File: config.mk
export PLATFORM = sky130hd
export DESIGN_NAME = uart_rx
export DESIGN_NICKNAME = d
export VERILOG_FILES = /design/src/rtl/uart_pkg.sv /design/src/rtl/sync_2ff.sv /design/src/rtl/uart_rx.sv
export SDC_FILE = /design/constraint.sdc
export NUM_CORES = 1
export LEC_CHECK = 0
export ABC_AREA = 1
export CAP_MARGIN = 20
export CORE_MARGIN = 2
export CORE_UTILIZATION = 57
export DETAILED_ROUTE_END_ITERATION = 8
export GPL_TIMING_DRIVEN = 0
export PLACE_DENSITY = 0.84
export SLEW_MARGIN = 10
export SYNTH_ARGS = -nofsm -noshare
export SYNTH_HDL_FRONTEND = slang
export SYNTH_SLANG_ARGS = --single-unit
File: constraint.sdc
create_clock -name i_clk -period 2.15 [get_ports i_clk]
set_input_delay 0.3225 -clock i_clk [delete_from_list [all_inputs] [get_ports i_clk]]
set_output_delay 0.3225 -clock i_clk [all_outputs]
set_load 0.005 [all_outputs]
File: src/rtl/uart_pkg.sv
// UART shared package: receiver/transmitter state encoding and
// frame helpers (frame length, parity bit) used by both directions.
package uart_pkg;

  typedef enum logic [2:0] {
    IDLE,
    START,
    DATA,
    PARITY,
    STOP,
    WAIT_HIGH
  } uart_state_t;

  // Total bit periods in one frame: start + data + parity + stops.
  function automatic int frame_bits(
    input int dw,
    input bit par,
    input bit two_stop
  );
    return 1 + dw + int'(par) + (two_stop ? 2 : 1);
  endfunction

  // Parity bit for up to 32 data bits (zero-extend narrower words).
  function automatic logic parity_bit(
    input logic [31:0] d,
    input logic        odd
  );
    return odd ? ~^d : ^d;
  endfunction

endpackage

File: src/rtl/sync_2ff.sv
// Two-flop synchronizer for an asynchronous level input.
// Ports: i_clk, i_reset_n (sync, active-low), i_d (async), o_q.
module sync_2ff #(
  parameter logic P_RESET_VAL = 1'b1
) (
  input  logic i_clk,
  input  logic i_reset_n,
  input  logic i_d,
  output logic o_q
);

  logic r_s1;
  logic r_s2;

  always_ff @(posedge i_clk) begin
    if (!i_reset_n) begin
      r_s1 <= P_RESET_VAL;
      r_s2 <= P_RESET_VAL;
    end else begin
      r_s1 <= i_d;
      r_s2 <= r_s1;
    end
  end

  assign o_q = r_s2;

endmodule

File: src/rtl/uart_rx.sv
// UART receiver: sync, start detect, mid-bit sampling, parity/stop
// checks. Ports: i_clk, i_reset_n, i_rx -> ov_data, o_valid,
// o_parity_err, o_frame_err, o_busy.
module uart_rx
  import uart_pkg::*;
#(
  parameter int P_DATA_WIDTH  = 8,
  parameter int P_PARITY      = 1,
  parameter int P_PARITY_ODD  = 0,
  parameter int P_2_STOP_BITS = 1,
  parameter int P_PERIOD      = 16
) (
  input  logic                    i_clk,
  input  logic                    i_reset_n,
  input  logic                    i_rx,
  output logic [P_DATA_WIDTH-1:0] ov_data,
  output logic                    o_valid,
  output logic                    o_parity_err,
  output logic                    o_frame_err,
  output logic                    o_busy
);

  localparam int LP_CW = $clog2(P_PERIOD);
  localparam int LP_BW = $clog2(P_DATA_WIDTH + 1);

  localparam logic [LP_CW-1:0] LP_HALF =
    LP_CW'(P_PERIOD / 2 - 1);
  localparam logic [LP_CW-1:0] LP_FULL =
    LP_CW'(P_PERIOD - 1);
  localparam logic [LP_BW-1:0] LP_LAST_DATA =
    LP_BW'(P_DATA_WIDTH - 1);
  localparam logic [LP_BW-1:0] LP_LAST_STOP =
    LP_BW'(P_2_STOP_BITS != 0 ? 1 : 0);
  localparam logic LP_ODD = (P_PARITY_ODD != 0);

  logic w_rx;

  uart_state_t r_state;
  uart_state_t w_state_next;

  logic [LP_CW-1:0]        r_cnt;
  logic [LP_CW-1:0]        w_cnt_next;
  logic [LP_BW-1:0]        r_bit;
  logic [LP_BW-1:0]        w_bit_next;
  logic [P_DATA_WIDTH-1:0] r_shift;
  logic [P_DATA_WIDTH-1:0] w_shift_next;
  logic [P_DATA_WIDTH-1:0] w_shift_in;
  logic                    r_perr_flag;
  logic                    w_perr_flag_next;
  logic                    r_ferr_flag;
  logic                    w_ferr_flag_next;
  logic                    w_ferr_now;
  logic                    w_tick;

  logic [P_DATA_WIDTH-1:0] r_data;
  logic [P_DATA_WIDTH-1:0] w_data_next;
  logic                    r_valid;
  logic                    w_valid_next;
  logic                    r_perr;
  logic                    w_perr_next;
  logic                    r_ferr;
  logic                    w_ferr_next;

  sync_2ff #(
    .P_RESET_VAL (1'b1)
  ) u_sync (
    .i_clk     (i_clk),
    .i_reset_n (i_reset_n),
    .i_d       (i_rx),
    .o_q       (w_rx)
  );

  // LSB-first line: each new bit enters at the MSB and moves right.
  generate
    if (P_DATA_WIDTH == 1) begin : g_one
      assign w_shift_in = w_rx;
    end else begin : g_many
      assign w_shift_in = {w_rx, r_shift[P_DATA_WIDTH-1:1]};
    end
  endgenerate

  assign w_tick     = (r_cnt == '0);
  assign w_ferr_now = r_ferr_flag | ~w_rx;

  always_comb begin
    w_state_next     = r_state;
    w_cnt_next       = w_tick ? r_cnt : r_cnt - LP_CW'(1);
    w_bit_next       = r_bit;
    w_shift_next     = r_shift;
    w_perr_flag_next = r_perr_flag;
    w_ferr_flag_next = r_ferr_flag;
    w_data_next      = r_data;
    w_valid_next     = 1'b0;
    w_perr_next      = r_perr;
    w_ferr_next      = r_ferr;

    case (r_state)
      IDLE: begin
        if (!w_rx) begin
          w_cnt_next       = LP_HALF;
          w_bit_next       = '0;
          w_perr_flag_next = 1'b0;
          w_ferr_flag_next = 1'b0;
          w_state_next     = START;
        end
      end

      START: begin
        if (w_tick) begin
          if (w_rx) begin
            w_state_next = IDLE;
          end else begin
            w_cnt_next   = LP_FULL;
            w_state_next = DATA;
          end
        end
      end

      DATA: begin
        if (w_tick) begin
          w_shift_next = w_shift_in;
          w_cnt_next   = LP_FULL;
          if (r_bit == LP_LAST_DATA) begin
            w_bit_next   = '0;
            w_state_next = (P_PARITY != 0) ? PARITY : STOP;
          end else begin
            w_bit_next = r_bit + LP_BW'(1);
          end
        end
      end

      PARITY: begin
        if (w_tick) begin
          w_cnt_next   = LP_FULL;
          w_bit_next   = '0;
          w_state_next = STOP;
          if (w_rx != parity_bit(32'(r_shift), LP_ODD)) begin
            w_perr_flag_next = 1'b1;
          end
        end
      end

      STOP: begin
        if (w_tick) begin
          if (r_bit == LP_LAST_STOP) begin
            w_valid_next = 1'b1;
            w_data_next  = r_shift;
            w_perr_next  = r_perr_flag;
            w_ferr_next  = w_ferr_now;
            // A low stop may be the start of a break; wait it out.
            w_state_next = w_ferr_now ? WAIT_HIGH : IDLE;
          end else begin
            w_ferr_flag_next = w_ferr_now;
            w_bit_next       = r_bit + LP_BW'(1);
            w_cnt_next       = LP_FULL;
          end
        end
      end

      WAIT_HIGH: begin
        if (w_rx) begin
          w_state_next = IDLE;
        end
      end

      default: begin
        w_state_next = IDLE;
      end
    endcase
  end

  always_ff @(posedge i_clk) begin
    if (!i_reset_n) begin
      r_state     <= IDLE;
      r_cnt       <= '0;
      r_bit       <= '0;
      r_shift     <= '0;
      r_perr_flag <= 1'b0;
      r_ferr_flag <= 1'b0;
      r_data      <= '0;
      r_valid     <= 1'b0;
      r_perr      <= 1'b0;
      r_ferr      <= 1'b0;
    end else begin
      r_state     <= w_state_next;
      r_cnt       <= w_cnt_next;
      r_bit       <= w_bit_next;
      r_shift     <= w_shift_next;
      r_perr_flag <= w_perr_flag_next;
      r_ferr_flag <= w_ferr_flag_next;
      r_data      <= w_data_next;
      r_valid     <= w_valid_next;
      r_perr      <= w_perr_next;
      r_ferr      <= w_ferr_next;
    end
  end

  assign ov_data      = r_data;
  assign o_valid      = r_valid;
  assign o_parity_err = r_perr;
  assign o_frame_err  = r_ferr;
  assign o_busy       = (r_state != IDLE);

endmodule

# [After elaboration in Yosys (flattened, before gate mapping)]
# Index checks and enable logic that the tools add are counted.
[word_totals] register_bits=34 word_cells=83
[op_classes] n_addsub=2 n_eq_ne=18 muxes=34 bitwise_logic=2 n_reduce_logical=15
[op_table] cell="2-to-1 mux 4 bit" n=13
[op_table] cell="one-hot mux 4 bit (4 select lines)" n=2
[op_table] cell="parity 32 bit" n=1
[op_table] cell="2-to-1 mux 3 bit" n=9
[op_table] cell="!= test 2 bit (second input constant)" n=9
[op_table] cell="one-hot mux 3 bit (6 select lines)" n=1
[op_table] cell="AND reduction 4 bit" n=2
[op_table] cell="AND reduction 8 bit" n=1
[op_table] cell="== test 3 x 2 -> 1 bit (second input constant)" n=2
[op_table] cell="== test 3 bit (second input constant)" n=2
[op_table] cell="2-to-1 mux 1 bit" n=6
[op_table] cell="AND reduction 3 bit" n=2
[op_table] cell="AND reduction 6 bit" n=1
[op_table] cell="adder 4 x 1 -> 4 bit (second input constant)" n=1
[op_table] cell="== test 4 x 1 -> 1 bit (second input constant)" n=1
[op_table] cell="== test 4 x 3 -> 1 bit (second input constant)" n=1
[op_table] cell="logical NOT 4 bit" n=1
[op_table] cell="one-hot mux 1 bit (2 select lines)" n=2
[op_table] cell="nonzero test 2 bit" n=2
[op_table] cell="nonzero test 4 bit" n=1
[op_table] cell="subtractor 4 x 1 -> 4 bit (second input constant)" n=1
[op_table] cell="== test 3 x 1 -> 1 bit (second input constant)" n=1
[op_table] cell="logical NOT 3 bit" n=1
[op_table] cell="nonzero test 3 bit" n=1
[op_table] cell="7 further kinds" n=7

# [Logic depth before layout (Yosys ltp)]
[depth] depth_word=6 ltp_mapped=12

# [Hierarchy]
# From an unflattened synthesis, not the netlist that was laid out.
[hier_totals] cells_unflattened=270 area_unflattened_um2=1880.6
[by_module_without_submodules] module="uart_rx" n_inst=1 cells_per_inst=264 area_each_um2=1825.5
[by_module_without_submodules] module="sync_2ff" n_inst=1 cells_per_inst=6 area_each_um2=55.1

# [Worst setup path after synthesis]
# Ideal clock, no wire load.
[synth_path] path_kind="reg-to-reg" from="register r_cnt[0]" to="register r_cnt[0]" t_arrival_ps=1597 setup_slack_ps=426 path_stages_with_launch=11 path_buffers=0 synth_period_minus_slack_ps=1724 path_cell_list="dfxtp_1 -> inv_1 -> ha_1 -> nand2_1 -> nor2_8 -> inv_2 -> ha_1 -> nor2_1 -> o221ai_1 -> nor2_1 -> a31oi_1"
[synth_via] elab_chain_len=5 word_cells_on_any_way=10 classes_between="add/sub: 1; mux: 8; reduce/logical: 1"
[synth_rtl] element="start: declaration" line="uart_rx.sv:41" text="logic [LP_CW-1:0] r_cnt;"
[synth_rtl] element="start signal: assignment" line="uart_rx.sv:186" text="r_cnt <= w_cnt_next;"
[synth_rtl] element="subtractor 4 x 1 -> 4 bit / logical NOT 4 bit (equally long branches)" line="uart_rx.sv:87, uart_rx.sv:82"
[synth_rtl] element="2-to-1 mux 4 bit" line="uart_rx.sv:87" text="w_cnt_next = w_tick ? r_cnt : r_cnt - LP_CW'(1);"
[synth_rtl] element="2-to-1 mux 4 bit (on tied branches)" line="uart_rx.sv:145, uart_rx.sv:110"
[synth_rtl] element="2-to-1 mux 4 bit (on tied branches)" line="uart_rx.sv:144, uart_rx.sv:109"
[synth_rtl] element="one-hot mux 4 bit (4 select lines) *" line="uart_rx.sv:97" text="case (r_state)"
# Mark *: on every way between the ends. The rest lies on a longest branch, timed or not.
# A chain may end at the register's enable or synchronous reset.

# [Worst setup path in the final report]
[layout_path] from="register r_state[2]" to="output o_busy"
[layout_via] elab_chain_len=1
[layout_rtl] element="start: declaration" line="uart_rx.sv:38" text="uart_state_t r_state;"
[layout_rtl] element="start signal: assignment" line="uart_rx.sv:185" text="r_state <= w_state_next;"
[layout_rtl] element="nonzero test 3 bit" line="uart_rx.sv:202" text="assign o_busy = (r_state != IDLE);"
[layout_rtl] element="end: declaration" line="uart_rx.sv:20" text="output logic o_busy"
# Every way passes these cells.

==> impl_metrics.ini <==
[run_status]
status = finished, final reports clean

[critical_path]
cp-start-kind = flop
crit_path_start = r_state[2]
cp.required_ns = 1.83
cpPeakStageDelay_ns = 0.52
ff2ff_path_depth = 10
r2r_setup_slack_ns = 0.25
path_buf_inv = 2
crit_path_top_delay_cell = clkdlybuf4s50_1
reg2reg_from = r_cnt[0]
critical_path_class = flop to output port
critPathMaxFanout = 8
end_kind = output port
arrival_ns = 1.61
r2r-end = r_cnt[0]
path_delay_family = buffers and inverters
path_cells = inv_2 > nand2_4 > clkdlybuf4s50_1

[cells_and_area]
drive_above_1_share_pct = 14.5
syn2layout_area_growth_pct = 14.7
insertedDiodeCount = 0
fin_nets = 282

[floorplanning]
start_util_pct = 60.0
die_h_um = 60.7
fp-row-count = 20
io_pins = 15
core_um2 = 3050
die_area_um2 = 3690
die_w_um = 60.7

[synth]
syn_area_um2 = 1830
ys_warn_count = 0
synth_area_leaders = dfxtp_1 (37%), nand2_1 (10%), a21oi_1 (7.9%), o21ai_0 (7.1%), inv_1 (6.1%)
yosysSeqAreaShare_pct = 37.1
yosysMostFrequentCell = nand2_1
synth_cells = 254
synth_enable_flop_cells = 0
synthTopCellsByCount = nand2_1 (50), dfxtp_1 (34), inv_1 (30), a21oi_1 (29), o21ai_0 (26)
synth_area_leader_cell = dfxtp_1
synth_top_area_share_pct = 37.1
ys_async_sr_fraction_pct = 0
synth_ff_type = dfxtp_1
syn_nets = 261
avgSynthCellArea_um2 = 7.22
synth.distinct_cells = 33
ys_seq_elements = 34

[route]
drt_iter0_markers = 101
drc = 0
vias = 1728
wl_um = 3950
drtAntennaViolNets = 0
viasPerCell = 5.40
avgRoutedWirePerCell_um = 12.3
drtPass1Iterations = 4

[power]
p_sw_share_pct = 43.6
p_seq_share_pct = 33.0
combPwrFrac_pct = 48.8
power_density_nw_per_um2 = 1210
intPower_mw = 1.43
pwr-share-clk_pct = 18.2
peakVddDrop_mv = 0.813
p_sw_mw = 1.10
leakage_nw = 0.893

[clocking]
clock-root-buffer = clkbuf_4
cts_buffers = 5
cts.sinks = 34
clock_latency_ns = 0.34
clk_pin_slew_ns = 0.10
htreeDepth = 2
cts_hold_buf = 0
cts_resized = 0
clockBufferDepth = 2
postCtsSetupBuffers = 0
cts_tree = done

[sta]
min_period_ns = 1.93
rsz0062_at_grt = false
finalCritPeriodShare_pct = 90.0
finalSetupTns_ns = 0
setup_viol = 0
clock.fmax_mhz = 517
worstMarginPinSlew_ns = 0.448
drv_slew = 0
clock_skew_ns = 0.00649
hold_slack_ns = 0.424
max_slew_margin_pct = 70.0
finalHoldViolCount = 0

[global_route]
grt_pass1_wl_um = 6840
gr-total-overflow = 0
grt_pass1_vias = 1558
grt_max_degree = 11
grt_usage_pct = 24.9
antenna_found_initial = 0

[placed_design]
hpwlAfterDp_um = 2890
portBuffers = 14
place_congestion = 0.826

[min_path]
min_to = u_sync.o_q
hp-class = flop to flop
hold_depth = 1
worstHoldStart = u_sync.r_s1

[run]
maxCapViolCount = 0
## cells in the final DEF, fill, tap and decap left out, types with 5 or more instances in the layout
master and instances:
a21oi_1 29, nand3_1 7, inv_2 8, o21ai_0 26, nand2_1 50, inv_1 30
dfxtp_1 34, clkbuf_4 5, clkdlybuf4s50_1 14, nor2_1 17
## kinds of logic after synthesis
kind of cell               Yosys count  share of synthesized area (%)
buffers and inverters               43                           9.69
DFF                                 34                           37.1
xor gates and xnor gates             4                           1.91
AOI/OAI and AO/OA                   72                           21.6
adders and majority gates            4                           2.73
and+or+nand+nor                     97                           26.9
## state kept, by name (all words and copies together), names as in the netlist, 3 cells and up
signal	count
ov_data	8
r_shift	8
r_bit	4
r_cnt	4
r_state	3
## layout make-up
type | count | area [µm²]
repair buffers | 14 | 140
clock buffers | 7 | 45.0
multi-input cells | 177 | 975
well taps | 44 | 55.1
inverters | 39 | 151
flip-flops and latches | 34 | 681
fillers | 274 | 950
plain buffers | 4 | 26.3
clock inverters | 1 | 30.0
## stage by stage
| step | instances | util (%) | power (mW) | instance area [µm²] | worst slack (ns) |
|---|---|---|---|---|---|
| 6_report | 320 | 68.9 | 2.54 | 2100 | 0.215 |
| 3_3_place_gp | 312 | 66.4 | 2.03 | 2030 | 0.292 |
| 2_1_floorplan | 254 | - | 1.82 | 1830 | 0.426 |
| 4_1_cts | 320 | 68.9 | 2.54 | 2100 | 0.202 |
| 3_5_place_dp | 312 | 66.4 | 2.07 | 2030 | 0.263 |
| 5_1_grt | 320 | 68.9 | 2.75 | 2100 | 0.0793 |
## worst max-delay path by stage
stage	endpoint	slack (ns)	cells after the start
4_1_cts	o_busy	0.20	3
5_1_grt	r_cnt[0]	0.08	10
6_report	o_busy	0.22	3
2_1_floorplan	r_cnt[0]	0.43	10
3_5_place_dp	r_cnt[0]	0.26	10
3_3_place_gp	r_cnt[0]	0.29	10
## power by group through the flow
stage / clock network (mW) / logic, mW / registers, mW
after floorplan: 0 / 0.986 / 0.835
after global placement: 0 / 1.18 / 0.847
after detailed placement: 0 / 1.22 / 0.851
after CTS: 0.470 / 1.23 / 0.837
after global routing: 0.498 / 1.40 / 0.854
final: 0.462 / 1.24 / 0.837
## per-layer routing
layer	global-route usage, %	vias up	share of wire [%]
li1	-	884	-
met1	33.9	788	47
met2	38.1	46	45
met3	5.12	10	4.9
met4	11.2	0	2.4
met5	0	-	0
(Power assumes the default switching activity.)
